===== src/rtl/doppler_iq_mixer.sv =====
// Pairs an interleaved offset-binary Q/I stream and outputs I*cos - Q*sin, 3-cycle latency, no backpressure.
// Optional `DOPPLER_MIXER_TWOS_OUT_EN selects a two's-complement output instead of offset binary.
module doppler_iq_mixer #(
  parameter int DATA_W  = 16,
  parameter int TRIG_W  = 17,
  parameter int OUT_W   = 32,
  parameter bit Q_FIRST = 1'b1
) (
  input  logic                     M100CLK,
  input  logic                     reset_n,
  input  logic                     in_valid,
  input  logic [DATA_W-1:0]        in_data,
  input  logic                     in_sof,
  input  logic signed [TRIG_W-1:0] cos_in,
  input  logic signed [TRIG_W-1:0] sin_in,
  output logic                     out_valid,
  output logic [OUT_W-1:0]         out_data,
  output logic                     pair_err
);

  localparam int PW = DATA_W + TRIG_W;
  localparam int DW = PW + 1;
  localparam int SH = DW - OUT_W;

  typedef enum logic {WAIT_FIRST, WAIT_SECOND} state_t;

  state_t state_q, state_d;
  logic   cap_first, cap_second, resync;

  logic [DATA_W-1:0]        first_q, second_q;
  logic signed [TRIG_W-1:0] cos0_q, sin0_q, cos1_q, sin1_q;
  logic signed [DATA_W-1:0] i1_q, q1_q;
  logic signed [PW-1:0]     pi_q, pq_q;
  logic                     v0_q, v1_q, v2_q, out_valid_q, pair_err_q;
  logic [OUT_W-1:0]         out_data_q, out_data_d;

  logic [DATA_W-1:0]        q_raw, i_raw;
  logic signed [DW-1:0]     diff;

  always_comb begin
    state_d    = state_q;
    cap_first  = 1'b0;
    cap_second = 1'b0;
    resync     = 1'b0;
    if (in_valid) begin
      case (state_q)
        WAIT_FIRST: begin
          cap_first = 1'b1;
          state_d   = WAIT_SECOND;
        end
        default: begin
          if (in_sof) begin
            resync    = 1'b1;
            cap_first = 1'b1;
          end else begin
            cap_second = 1'b1;
            state_d    = WAIT_FIRST;
          end
        end
      endcase
    end
  end

  assign q_raw = Q_FIRST ? first_q  : second_q;
  assign i_raw = Q_FIRST ? second_q : first_q;

  // Sign-extend both products by one bit so the difference cannot overflow.
  assign diff = {pi_q[PW-1], pi_q} - {pq_q[PW-1], pq_q};

  // Dropping the SH low bits of diff is a flooring arithmetic right shift.
`ifdef DOPPLER_MIXER_TWOS_OUT_EN
  assign out_data_d = diff[DW-1:SH];
`else
  assign out_data_d = {~diff[DW-1], diff[DW-2:SH]};
`endif

  generate
    if (SH > 0) begin : g_lsb
      logic unused_lsb;
      assign unused_lsb = ^diff[SH-1:0];
    end
  endgenerate

  always_ff @(posedge M100CLK) begin
    if (!reset_n) begin
      state_q     <= WAIT_FIRST;
      v0_q        <= 1'b0;
      v1_q        <= 1'b0;
      v2_q        <= 1'b0;
      out_valid_q <= 1'b0;
      pair_err_q  <= 1'b0;
      out_data_q  <= '0;
    end else begin
      state_q     <= state_d;
      v0_q        <= cap_second;
      v1_q        <= v0_q;
      v2_q        <= v1_q;
      out_valid_q <= v2_q;
      pair_err_q  <= resync;
      if (v2_q) out_data_q <= out_data_d;
    end
  end

  always_ff @(posedge M100CLK) begin
    if (cap_first) first_q <= in_data;
    if (cap_second) begin
      second_q <= in_data;
      cos0_q   <= cos_in;
      sin0_q   <= sin_in;
    end
    if (v0_q) begin
      i1_q   <= $signed({~i_raw[DATA_W-1], i_raw[DATA_W-2:0]});
      q1_q   <= $signed({~q_raw[DATA_W-1], q_raw[DATA_W-2:0]});
      cos1_q <= cos0_q;
      sin1_q <= sin0_q;
    end
    if (v1_q) begin
      pi_q <= PW'(i1_q) * PW'(cos1_q);
      pq_q <= PW'(q1_q) * PW'(sin1_q);
    end
  end

  assign out_valid = out_valid_q;
  assign out_data  = out_data_q;
  assign pair_err  = pair_err_q;

endmodule


===== config.mk =====
export PLATFORM = sky130hd
export DESIGN_NAME = doppler_iq_mixer
export DESIGN_NICKNAME = d
export VERILOG_FILES = /design/src/rtl/doppler_iq_mixer.sv
export SDC_FILE = /design/constraint.sdc
export NUM_CORES = 2
export LEC_CHECK = 0
export CORE_MARGIN = 4
export CORE_UTILIZATION = 60
export CTS_CLUSTER_DIAMETER = 50
export DETAILED_ROUTE_END_ITERATION = 16
export PLACE_DENSITY = 0.78
export SETUP_SLACK_MARGIN = 0.1
export SLEW_MARGIN = 10
export SYNTH_ARGS = -nofsm -noshare
export SYNTH_HDL_FRONTEND = slang
export SYNTH_SLANG_ARGS = --single-unit

===== constraint.sdc =====
create_clock -name M100CLK -period 7.2 [get_ports M100CLK]
set_clock_uncertainty 0.05 [all_clocks]
set_input_delay 1.8 -clock M100CLK [delete_from_list [all_inputs] [get_ports M100CLK]]
set_output_delay 1.8 -clock M100CLK [all_outputs]
set_load 0.02 [all_outputs]

==> key figures <==
Status
  • Status: finished, final reports clean

Yosys
  • Synth top area share: 38.0%
  • Area leader, netlist: fa_1
  • Post-Syn Instances: 2762
  • Top post-synthesis cells by area: fa_1, edfxtp_1, ha_1
  • Cell with the most instances after synthesis: inv_1
  • Asr flop ratio synth: 0%
  • Netlist Area Pre-Place: 29000 µm²
  • Yosys reg bits: 236
  • Dominant synthesized flop cell: edfxtp_1
  • Mapped Avg Cell Area: 10.5 µm²
  • Number of synthesized flops with an enable pin: 198
  • Synth Net Count: 3568
  • Post-synth cell types: 64
  • Syn. warnings: 0
  • Top cells by count, synth: inv_1, fa_1, nand2_1
  • Post-synthesis sequential area ratio: 23.1%

Timing
  • Period utilisation layout: 94.3%
  • Max Freq: 147 MHz
  • Slew HR: 21.4%
  • Slew Limit Fails: 0
  • Final min period: 6.79 ns
  • Final setup TNS: 0 ns
  • Final hold vios: 0
  • # setup viols final: 0
  • Unrepaired setup endpoints after global routing: no
  • Worst slew pin tran: 1.18 ns

CTS
  • Worst skew pair latency: 0.56 ns
  • Clk buf depth: 3
  • Cts bufs inserted: 38
  • Clk sinks: 236
  • Clk slew on worst S/H paths: 0.06 ns
  • TritonCTS clock tree: yes
  • Clock root cell: clkbuf_16
  • CTS Hold Bufs: 0
  • CTS H-tree lvls: 2

Finish
  • # diodes: 0
  • Share of cells above drive strength 1: 4.64%
  • Final Cell Area: 32200 µm²
  • Final Net Count: 3667
  • # fillers: 3577
  • Area delta synth->final: 10.8%

Floorplan
  • Initial Util: 60.7%
  • Die width: 228 µm
  • Die area: 52000 µm²
  • Chip height: 228 µm
  • Top Ports: 88
  • Rows: 80
  • Core ar.: 47800 µm²

Placed design
  • Port Buffers: 87
  • Placed Instance Area: 30600 µm²
  • Post-DP HPWL: 52.0 mm
  • RePlAce Congestion: 0.903

Setup path
  • CP Launch Type: register
  • CP Data Required Time: 7.50 ns
  • Slowest cell on crit path: edfxtp_1
  • CP Buf/Inv Count: 4
  • Crit path largest cell delay: 0.63 ns
  • Data arrival, critical path: 7.09 ns
  • Worst path cell trace: and2_1 -> fa_1 -> inv_1 -> fa_1 -> fa_1 -> inv_1 -> fa_1 -> fa_1 -> inv_1 -> fa_1 -> inv_1 -> ha_1 -> and2_1 -> a221oi_2 -> o21ai_0 -> a21oi_1 -> o21a_1 -> o211ai_1 -> a31oi_1 -> mux2i_1 -> a2111oi_1
  • Worst Path Max Fanout: 12
  • Worst setup EP type: register
  • Critical Path Start: sin1_q[8]$_DFFE_PP_
  • Worst r2r src: sin1_q[8]$_DFFE_PP_
  • Family with the most delay on the worst path: adder cells
  • CP dominant cell by count: fa_1
  • Critical path class: reg -> reg

Route
  • Final ANT Viol Nets: 0
  • Via density: 5.56
  • DRT Wirelength: 65.9 mm
  • Iteration-0 DRC Markers: 1280
  • Wire per inst: 18.8 µm
  • # DRC: 0
  • Vias: 19501
  • Drt pass-1 iters: 7

Global routing
  • Total grt overflow: 0
  • GRT Resource Usage Total: 26.2%
  • Initial antenna violation count: 0
  • Largest net degree at the start of global routing: 68
  • First-pass GRT wire length: 109 mm
  • Number of global-route vias before repair: 21465

Pwr
  • Pint: 4.56 mW
  • Leakage power: 15.2 nW
  • Part of the power in registers: 23.7%
  • P_sw: 2.88 mW
  • Max IR drop VDD: 0.215 mV
  • PwrDens: 231 nW/µm²
  • Combinational share of power: 50.8%
  • Clk network pwr share: 25.5%
  • Switching portion of total power: 38.7%

Flow run
  • # Max-Cap Violations: 0

Worst hold path
  • HP Start: first_q[0]$_DFFE_PP_
  • Hold Path Class: reg -> reg
-- cells in the final DEF (no fill, tap or decap), drive strengths merged, types with 23 or more instances in the layout --
master	instances
edfxtp	198
a21oi	69
ha	200
o21ai	39
buf	53
nand2	281
clkbuf	45
inv	657
xor2	28
and2	266
xnor2	74
nor2	59
nor2b	29
dfxtp	38
clkdlybuf4s50	87
nand3	23
fa	552
a21o	31
-- registers in the layout (all words and copies together) (netlist names), 17 cells and up --
register  count
pi_q         33
pq_q         33
out_data     32
cos0_q       17
cos1_q       17
sin0_q       17
sin1_q       17
-- final timing paths --
check / end / slack (ns) / cells past startpoint
setup / recovery: pq_q[32]$_DFFE_PP_ / 0.41 / 21
hold / removal: q1_q[0]$_DFFE_PP_ / 0.36 / 0
setup reg to reg: pq_q[32]$_DFFE_PP_ / 0.41 / 21
hold reg to reg: q1_q[0]$_DFFE_PP_ / 0.36 / 0
-- through the flow --
step                      total power, mW  hold WS (ns)  setup slack [ns]  cells  util (%)
final                                7.44         0.361             0.413   3505      67.3
after global routing                 8.04         0.360             0.118   3505      67.3
after CTS                            7.45         0.353             0.223   3481      66.7
after detailed placement             5.52         0.355             0.220   3412      64.0
after global placement               5.36         0.351             0.427   3412      64.0
after floorplan                      4.71         0.350             0.851   2762         -
-- routing by layer --
| metal | global-route usage [%] | up-vias | wire (µm) |
|---|---|---|---|
| li1 | - | 8620 | - |
| met1 | 34.9 | 9906 | 26100 |
| met2 | 42.7 | 750 | 31800 |
| met3 | 4.08 | 225 | 4350 |
| met4 | 12.5 | 0 | 3630 |
| met5 | 0 | - | 0 |
-- timing repair --
item	4_1_cts	5_1_grt
resized for setup	0	5
endpoints found under the hold margin	0	0
buffers inserted	0	24
setup endpoints to repair	0	7
-- cell type report --
cell class | instances | area, µm² | share of cell area (%)
multi-input combinational | 1803 | 19700 | 61.1
sequential | 236 | 6710 | 20.8
tap | 615 | 769 | 2.39
clock inverter | 24 | 269 | 0.836
timing repair buffer | 140 | 1330 | 4.14
clock buffer | 45 | 1040 | 3.23
inverter | 642 | 2410 | 7.49
-- power by group through the flow --
stage          Sequential [mW]  Combinational [mW]  Clock (mW)
2_1_floorplan             1.77                2.93           0
3_3_place_gp              1.79                3.57           0
3_5_place_dp              1.79                3.72           0
4_1_cts                   1.77                3.76        1.93
5_1_grt                   1.77                4.28        1.99
6_report                  1.76                3.78        1.90
-- cells by family (layout without fill, tap and decap cells) --
group	after synthesis	after routing	synth area share, %
adders and majority gates	752	752	46.7
and+or+nand+nor	723	723	12.6
xor gates and xnor gates	102	102	3.08
muxes	18	18	0.620
AOI/OAI and AO/OA	208	208	4.63
buffers and inverters	723	851	9.34
DFF	236	236	23.1
Power figures use the tool's default switching activity.
